<file path="src/rtl/wb_timer_slave.sv">
// wb_timer_slave: Wishbone register slave with a prescaled 16-bit timer.
// Register map (word addresses): 0 CTRL {IRQEN,AUTORELOAD,EN}, 1 PRESCALE,
// 2 COUNT, 3 COMPARE, 4 STATUS {MATCH, write-1-to-clear}, 5-7 read as zero.
// Bus transfers take WAIT_STATES idle cycles, then a single-cycle ack; writes
// land on the edge that ends the ack cycle.
module wb_timer_slave #(
    parameter int          WAIT_STATES    = 1,
    parameter logic [15:0] RESET_PRESCALE = 16'h0000
) (
    input  logic        clk_i,
    input  logic        rst_i,
    input  logic        cyc_i,
    input  logic        stb_i,
    input  logic        we_i,
    input  logic [15:0] adr_i,
    input  logic [15:0] dat_i,
    output logic [15:0] dat_o,
    output logic        ack_o,
    output logic        irq_o
);

    typedef enum logic [1:0] {S_IDLE, S_WAIT, S_ACK} state_t;

    localparam logic [3:0] WS_LOAD = 4'((WAIT_STATES > 0) ? WAIT_STATES - 1 : 0);

    state_t      state;
    logic [3:0]  wcnt;
    logic [2:0]  adr_q;
    logic        we_q;
    logic [15:0] dat_q;

    logic [2:0]  ctrl;
    logic [15:0] prescale, count, compare, psc;
    logic        match;

    logic [2:0]  ctrl_n;
    logic [15:0] prescale_n, count_n, compare_n, psc_n;
    logic        match_n;
    logic        wr, tick, hit;
    logic [2:0]  rd_adr;
    logic [15:0] rd_data;

    // upper address bits are deliberately not decoded
    logic unused_adr;
    assign unused_adr = ^adr_i[15:3];

    // Next-state of every register; read data is taken from the next state so
    // dat_o shows the value the register holds during the ack cycle.
    always_comb begin
        wr         = (state == S_ACK) && we_q;
        tick       = ctrl[0] && (psc == prescale);
        hit        = tick && (count == compare);

        ctrl_n     = ctrl;
        prescale_n = prescale;
        compare_n  = compare;
        if (wr && adr_q == 3'd0) ctrl_n     = dat_q[2:0];
        if (wr && adr_q == 3'd1) prescale_n = dat_q;
        if (wr && adr_q == 3'd3) compare_n  = dat_q;

        // prescaler held at 0 while disabled, restarts on a PRESCALE write
        psc_n = (!ctrl[0] || tick) ? 16'h0000 : psc + 16'h0001;
        if (wr && adr_q == 3'd1) psc_n = 16'h0000;

        // bus write to COUNT wins over the tick update
        count_n = count;
        if (wr && adr_q == 3'd2)
            count_n = dat_q;
        else if (tick)
            count_n = (hit && ctrl[1]) ? 16'h0000 : count + 16'h0001;

        // a new match wins over a same-cycle clear
        match_n = match;
        if (hit)
            match_n = 1'b1;
        else if (wr && adr_q == 3'd4 && dat_q[0])
            match_n = 1'b0;

        rd_adr = (state == S_IDLE) ? adr_i[2:0] : adr_q;
        case (rd_adr)
            3'd0:    rd_data = {13'h0000, ctrl_n};
            3'd1:    rd_data = prescale_n;
            3'd2:    rd_data = count_n;
            3'd3:    rd_data = compare_n;
            3'd4:    rd_data = {15'h0000, match_n};
            default: rd_data = 16'h0000;
        endcase
    end

    // Bus FSM: accept, optional wait states, one-cycle ack with registered outputs.
    always_ff @(posedge clk_i or negedge rst_i) begin
        if (!rst_i) begin
            state <= S_IDLE;
            wcnt  <= 4'd0;
            adr_q <= 3'd0;
            we_q  <= 1'b0;
            dat_q <= 16'h0000;
            ack_o <= 1'b0;
            dat_o <= 16'h0000;
        end else begin
            case (state)
                S_IDLE: begin
                    ack_o <= 1'b0;
                    dat_o <= 16'h0000;
                    if (cyc_i && stb_i) begin
                        adr_q <= adr_i[2:0];
                        we_q  <= we_i;
                        dat_q <= dat_i;
                        if (WAIT_STATES == 0) begin
                            state <= S_ACK;
                            ack_o <= 1'b1;
                            dat_o <= we_i ? 16'h0000 : rd_data;
                        end else begin
                            state <= S_WAIT;
                            wcnt  <= WS_LOAD;
                        end
                    end
                end
                S_WAIT: begin
                    if (!cyc_i) begin
                        state <= S_IDLE;
                    end else if (wcnt == 4'd0) begin
                        state <= S_ACK;
                        ack_o <= 1'b1;
                        dat_o <= we_q ? 16'h0000 : rd_data;
                    end else begin
                        wcnt <= wcnt - 4'd1;
                    end
                end
                S_ACK: begin
                    state <= S_IDLE;
                    ack_o <= 1'b0;
                    dat_o <= 16'h0000;
                end
                default: begin
                    state <= S_IDLE;
                    ack_o <= 1'b0;
                    dat_o <= 16'h0000;
                end
            endcase
        end
    end

    // Timer and register file state; irq follows MATCH & IRQEN one cycle later.
    always_ff @(posedge clk_i or negedge rst_i) begin
        if (!rst_i) begin
            ctrl     <= 3'd0;
            prescale <= RESET_PRESCALE;
            count    <= 16'h0000;
            compare  <= 16'hFFFF;
            match    <= 1'b0;
            psc      <= 16'h0000;
            irq_o    <= 1'b0;
        end else begin
            ctrl     <= ctrl_n;
            prescale <= prescale_n;
            count    <= count_n;
            compare  <= compare_n;
            match    <= match_n;
            psc      <= psc_n;
            irq_o    <= match & ctrl[2];
        end
    end

endmodule

</file>
<file path="config.mk">
export PLATFORM = sky130hd
export DESIGN_NAME = wb_timer_slave
export DESIGN_NICKNAME = d
export VERILOG_FILES = /design/src/rtl/wb_timer_slave.sv
export SDC_FILE = /design/constraint.sdc
export NUM_CORES = 1
export LEC_CHECK = 0
export BUFFER_PORTS_ARGS = -buffer_cell sky130_fd_sc_hd__buf_2
export CAP_MARGIN = 40
export CORE_MARGIN = 2
export CORE_UTILIZATION = 30
export DETAILED_ROUTE_END_ITERATION = 8
export SLEW_MARGIN = 0
export SYNTH_ARGS = -nofsm -noshare
export SYNTH_HDL_FRONTEND = slang
export SYNTH_SLANG_ARGS = --single-unit
</file>
<file path="constraint.sdc">
create_clock -name clk_i -period 2.05 [get_ports clk_i]
set_input_delay 0.1025 -clock clk_i [delete_from_list [all_inputs] [get_ports clk_i]]
set_output_delay 0.1025 -clock clk_i [all_outputs]
set_load 0.005 [all_outputs]
</file>
==> impl_metrics.py, run 1 <==
metrics = {
    "run_status": {
        "status": "complete, but fails checks",
        "violations": "negative setup slack",
    },
    "power_and_ir_drop": {
        "ir_worst_vdd_uv": 876,
        "power_density_mw_per_mm2": 1210,
        "p_leak_nw": 3.94,
        "fin_total_pwr_mw": 9.58,
    },
    "logic_synthesis": {
        "yosysSeqAreaShare_pct": 46.2,
        "ys.warnings.count": 0,
        "synth-async-reset-ratio_pct": 100,
        "ys_ff_latch": 112,
        "ys_types": 56,
        "synth_edf_count": 0,
        "synth_top_flop_cell": "dfrtp_1",
        "syn-cell-area_mm2": 0.00611,
        "postSynthCellCount": 634,
        "syn_nets": 675,
        "syn_area_per_cell_um2": 9.64,
    },
    "setup_path": {
        "worstPathRequired_ps": 2280,
        "cp-start-kind": "register",
        "setup.worst_path.class": "reg -> reg",
        "crit_fanout": 7,
        "end_kind": "register",
        "cp.arrival_ps": 2330,
    },
    "placed_design": {
        "globalplace.congestion": 0.891,
        "dp_cells": 988,
        "port_buffers": 41,
        "place_hpwl_um": 12400,
    },
    "die": {
        "fp.dieH_um": 147,
        "core_area_mm2": 0.0201,
        "rows": 52,
        "initial_core_util_pct": 30.4,
        "io_pins": 55,
        "die_w_um": 147,
        "die_area_mm2": 0.0215,
    },
    "final_layout": {
        "final_cell_mix": "nand2_1, dfrtp_1, buf_4",
        "stdcell_count": 1033,
        "drive_gt1_share_pct": 27.2,
        "final_common_cell": "nand2_1",
        "nFillCells": 1990,
        "final_nets": 798,
        "syn_to_final_growth_pct": 29.8,
    },
    "clock_tree": {
        "cts_buffers": 9,
        "clkSlewWorstSetupHoldPaths_ps": 70,
        "worst_skew_pair.late_latency_ps": 360,
        "cts_buffer_depth": 2,
        "cts.sinks": 112,
        "htree_levels": 3,
        "cts_tree": "done",
        "cts_root_buf": "clkbuf_16",
    },
    "sta": {
        "rsz0062_at_grt": "true",
        "timing.hold.ws_ps": 18.4,
        "clock_skew_ps": 6.75,
        "hold_viol": 0,
        "tightest_slew_ps": 536,
        "fin_crit_sh_pct": 103,
        "layout_min_cycle_time_ps": 2100,
        "fin_ws_ps": -52.7,
        "fmax_ghz": 0.476,
        "setup_viol": 12,
        "slew_viol_final": 0,
        "slew_headroom_pct": 64.3,
    },
    "job": {
        "cap_violations": 0,
    },
    "global_routing": {
        "grt_pass1_wl_um": 28100,
        "gr-total-overflow": 0,
        "grt_max_degree": 41,
        "first_global_vias": 5092,
        "grtUsageTotal_pct": 16.7,
        "antenna_found_initial": 0,
    },
    "detailed_routing": {
        "vias_per_cell": 4.97,
        "initialDrtViolationCount": 383,
        "ant_nets": 0,
        "wirelength_um": 17400,
        "wl_per_cell_um": 16.8,
        "drcViolationCount": 0,
        "drtPass1Iterations": 5,
        "num_vias": 5131,
    },
    "min_path": {
        "hp-class": "in -> reg",
    },
}
## worst max-delay path, stage by stage, from the launching register on
cell	delay [ps]
dfrtp_1	370
and4bb_1	320
and3_4	270
buf_12	160
mux2_4	300
a32o_2	300
nor3b_2	150
a21oi_1	90
## cell type report
type / count / area, um^2 / share of cell area, %
multi-input combinational: 478 / 3220 / 40.6
sequential: 112 / 2820 / 35.6
tap: 270 / 338 / 4.26
antenna: 1 / 2.50 / 0.0315
clock buffer: 11 / 243 / 3.06
timing repair buffer: 139 / 1160 / 14.6
inverter: 17 / 63.8 / 0.804
clock inverter: 5 / 80.1 / 1.01
## layer usage
layer	vias to the layer above	routed length [um]	global-route usage, %
li1	2483	-	-
met2	106	8100	26.6
met5	-	0	0
met4	0	177	3.69
met1	2529	8420	23.8
met3	13	698	2.92
## path summary, 6_finish.rpt
kind	slack, ps	start	cells past startpoint	end
min in group asynchronous	260	rst_i	2	ctrl[1]$_DFF_PN0_
max reg2reg	-50	adr_q[2]$_DFFE_PN0P_	7	dat_o[15]$_DFFE_PN0P_
max	-50	adr_q[2]$_DFFE_PN0P_	7	dat_o[15]$_DFFE_PN0P_
max in group asynchronous	1110	rst_i	3	compare[6]$_DFF_PN1_
min reg2reg	480	ack_o$_DFFE_PN0P_	1	ack_o$_DFFE_PN0P_
min	20	adr_i[1]	3	adr_q[1]$_DFFE_PN0P_
## registers in the layout (all words and copies together), names as in the netlist
| signal | cells |
|---|---|
| count | 16 |
| wcnt | 4 |
| prescale | 16 |
| compare | 16 |
| irq_o | 1 |
| match | 1 |
| psc | 16 |
| we_q | 1 |
| adr_q | 3 |
| state | 2 |
| ack_o | 1 |
| ctrl | 3 |
| dat_q | 16 |
| dat_o | 16 |
## stage by stage
step                worst slack [ps]  cell area [um^2]  utilization [%]  TNS (ps)
finish                         -52.7              7930             39.5      -338
global route                    -161              7930             39.5     -3220
CTS                            -42.2              7880             39.2      -247
detailed placement              -128              7160             35.6     -1250
global placement               -96.1              7160             35.6      -819
floorplan                       8.16              6110                -         0
## cell families after synthesis
logic type	count (synthesis)	synth area share, %
buffers and inverters	44	3.30
muxes	34	6.98
adders and majority gates	4	0.819
and+or+nand+nor	289	24.3
AOI/OAI and AO/OA	106	12.0
xor gates and xnor gates	45	6.45
DFF	112	46.2
## power breakdown
group          internal, mW  total (mW)  switching (mW)
Sequential             2.68        3.20           0.521
Clock                  1.10        1.94           0.832
Combinational          2.08        4.44            2.36
## synth_stat cells (4+ instances only)
library cell / number / area share [%]
nand2_1: 140 / 8.6
dfrtp_1: 96 / 39
xor2_1: 24 / 3.4
nor2_1: 21 / 1.3
xnor2_1: 21 / 3.0
a21oi_1: 20 / 1.6
o211ai_1: 20 / 2.5
o21ai_0: 19 / 1.6
and3_1: 17 / 1.7
inv_1: 17 / 1.0
nand2b_1: 17 / 1.7
dfstp_2: 16 / 6.9
and3b_1: 15 / 2.1
clkbuf_1: 15 / 0.92
mux2_4: 14 / 3.4
nor3_1: 14 / 1.1
a32o_1: 13 / 2.1
nand4_1: 13 / 1.3
nand3_1: 11 / 0.90
mux2_2: 10 / 1.8
o21a_1: 10 / 1.2
buf_2: 8 / 0.66
mux2i_1: 7 / 1.1
nor4_1: 7 / 0.72
and4_1: 6 / 0.86
or2_2: 5 / 0.51
a21boi_0: 4 / 0.49
a31oi_1: 4 / 0.41
and2_1: 4 / 0.41
ha_1: 4 / 0.82
## repair_timing
item                       in CTS  in global routing
resized for setup              29                 10
gates cloned                    1                  0
hold buffers                   20                  0
hold endpoints to repair       49                  0
setup buffers                   6                  1
pin swaps                      16                 23
setup endpoints to repair      23                 46
No activity file was read; power rests on OpenSTA's default activity.
==> inputs of run 2 (changes only) <==
==> constraint.sdc (replaced) <==
create_clock -name clk_i -period 2.6 [get_ports clk_i]
set_input_delay 0.13 -clock clk_i [delete_from_list [all_inputs] [get_ports clk_i]]
set_output_delay 0.13 -clock clk_i [all_outputs]
set_load 0.005 [all_outputs]
==> run 2 against run 1 <==
Against the previous run: the flow now finishes without violations; die area unchanged; clock power down 34%; sequential share of layout area up 3.8 points; combinational power down 48%; fmax down 11%; first-iteration DRC count down 1.3%.
==> impl_metrics.py, run 2 (synthesis results as in run 1) <==
metrics = {
    "detailed_routing": {
        "ant_nets": 0,
        "num_vias": 4842,
        "drcViolationCount": 0,
        "vias_per_cell": 4.97,
        "wl_per_cell_um": 16.7,
        "drtPass1Iterations": 5,
        "initialDrtViolationCount": 378,
        "wirelength_um": 16300,
    },
    "placed_design": {
        "place_hpwl_um": 11700,
        "port_buffers": 41,
        "globalplace.congestion": 0.863,
    },
    "setup_path": {
        "crit_fanout": 15,
        "crit_chain": "and4bb_1, and3_1, buf_12, mux2_1, a32o_1, and3b_1, a21oi_1",
        "rr_worst_depth": 7,
        "startpoint": "state[0]$_DFFE_PN0P_",
        "end_kind": "register",
        "cp.arrival_ps": 2600,
        "worstPathRequired_ps": 2830,
        "slowest_stage": "and4bb_1",
        "r2r_slack_ps": 230,
        "cpPeakStageDelay_ps": 480,
        "cp_top_family": "simple AND/OR/NAND/NOR gates",
        "crit_buf_inv": 1,
        "setup.worst_path.class": "reg -> reg",
        "worstReg2RegStart": "state[0]$_DFFE_PN0P_",
        "r2r_end": "dat_o[3]$_DFFE_PN0P_",
        "cp-start-kind": "register",
    },
    "power_and_ir_drop": {
        "p_leak_nw": 3.53,
        "switching_share_pct": 40.8,
        "power_density_mw_per_mm2": 863,
        "fin_total_pwr_mw": 6.18,
        "p_int_mw": 3.66,
        "power.switching_mw": 2.53,
        "pwr-share-comb_pct": 37.4,
        "clkPwrFrac_pct": 20.9,
        "ir_worst_vdd_uv": 528,
        "seq_power_share_pct": 41.7,
    },
    "clock_tree": {
        "worst_skew_pair.late_latency_ps": 350,
        "clkSlewWorstSetupHoldPaths_ps": 70,
        "cts.sinks": 112,
        "cts_tree": "done",
        "cts_buffer_depth": 2,
        "cts_buffers": 9,
        "htree_levels": 3,
        "cts_root_buf": "clkbuf_16",
        "postCtsSetupBuffers": 0,
    },
    "sta": {
        "fmax_ghz": 0.421,
        "setup_viol": 0,
        "fin_crit_sh_pct": 91.3,
        "hold_viol": 0,
        "fin_tns_setup_ps": 0,
        "layout_min_cycle_time_ps": 2370,
        "clock_skew_ps": 6.19,
        "tightest_slew_ps": 694,
        "slew_headroom_pct": 53.7,
        "slew_viol_final": 0,
        "rsz0062_at_grt": "false",
    },
    "run_status": {
        "status": "finished clean",
    },
    "die": {
        "core_area_mm2": 0.0201,
        "die_area_mm2": 0.0215,
        "fp.dieH_um": 147,
        "rows": 52,
        "io_pins": 55,
        "initial_core_util_pct": 30.4,
        "die_w_um": 147,
    },
    "global_routing": {
        "first_global_vias": 4878,
        "grt_max_degree": 51,
        "antenna_found_initial": 0,
        "grt_pass1_wl_um": 26300,
        "grtUsageTotal_pct": 15.5,
        "gr-total-overflow": 0,
    },
    "job": {
        "cap_violations": 0,
    },
    "min_path": {
        "hold_depth": 3,
        "hp-start": "adr_i[0]",
        "min_to": "adr_q[0]$_DFFE_PN0P_",
        "hp-class": "in -> reg",
    },
    "final_layout": {
        "drive_gt1_share_pct": 18.0,
        "syn_to_final_growth_pct": 17.3,
        "final_nets": 741,
        "n_antenna_cell": 0,
        "nFillCells": 2012,
        "final_common_cell": "nand2_1",
        "final_cell_mix": "nand2_1, dfrtp_1, buf_2",
    },
}
## run 2: how the worst max path moves through the flow
stage | end | slack (ps) | depth (start not counted)
2_1_floorplan | dat_o[15]$_DFFE_PN0P_ | 560 | 8
3_3_place_gp | dat_o[3]$_DFFE_PN0P_ | 270 | 7
3_5_place_dp | dat_o[3]$_DFFE_PN0P_ | 240 | 7
4_1_cts | dat_o[3]$_DFFE_PN0P_ | 240 | 7
5_1_grt | dat_o[14]$_DFFE_PN0P_ | 90 | 7
6_report | dat_o[3]$_DFFE_PN0P_ | 230 | 7
## run 2: power groups by stage
stage	Combinational (mW)	Sequential [mW]	Clock (mW)
2_1_floorplan	1.61	2.40	0
3_3_place_gp	2.25	2.61	0
3_5_place_dp	2.26	2.61	0
4_1_cts	2.30	2.59	1.33
5_1_grt	2.53	2.64	1.41
6_report	2.31	2.58	1.29
## run 2: what timing repair did
item	CTS	global route
endpoints found under the hold margin	58	0
gates resized for setup	0	0
hold buffers	19	0
## run 2: per-layer routing
layer / track usage (%) / wire [um]
met1: 21.9 / 7930
met2: 24.8 / 7510
met3: 3.17 / 686
met4: 3.06 / 155
met5: 0 / 0
## run 2: worst register-to-register path: stages (launching register included)
cell      delay (ps)
dfrtp_1          450
and4bb_1         480
and3_1           250
buf_12           180
mux2_1           350
a32o_1           260
and3b_1          220
a21oi_1           60
## run 2: metrics by stage
step	area [um^2]	utilization, %	setup slack (ps)	cells	hold WS (ps)
6_report	7170	35.7	227	975	39.2
5_1_grt	7170	35.7	86.0	975	47.8
4_1_cts	7170	35.7	239	975	30.0
3_5_place_dp	6710	33.4	238	940	228
3_3_place_gp	6710	33.4	274	940	226
2_1_floorplan	6110	-	558	634	-166
## run 2: final cells by class
class                   instances  area [um^2]  share of cell area (%)
multi-input cells             478         3090                    43.1
flip-flops and latches        112         2820                    39.4
repair buffers                 82          588                    8.20
well taps                     270          338                    4.71
clock buffers                  13          250                    3.49
inverters                      17         63.8                   0.890
clock inverters                 3         18.8                   0.262
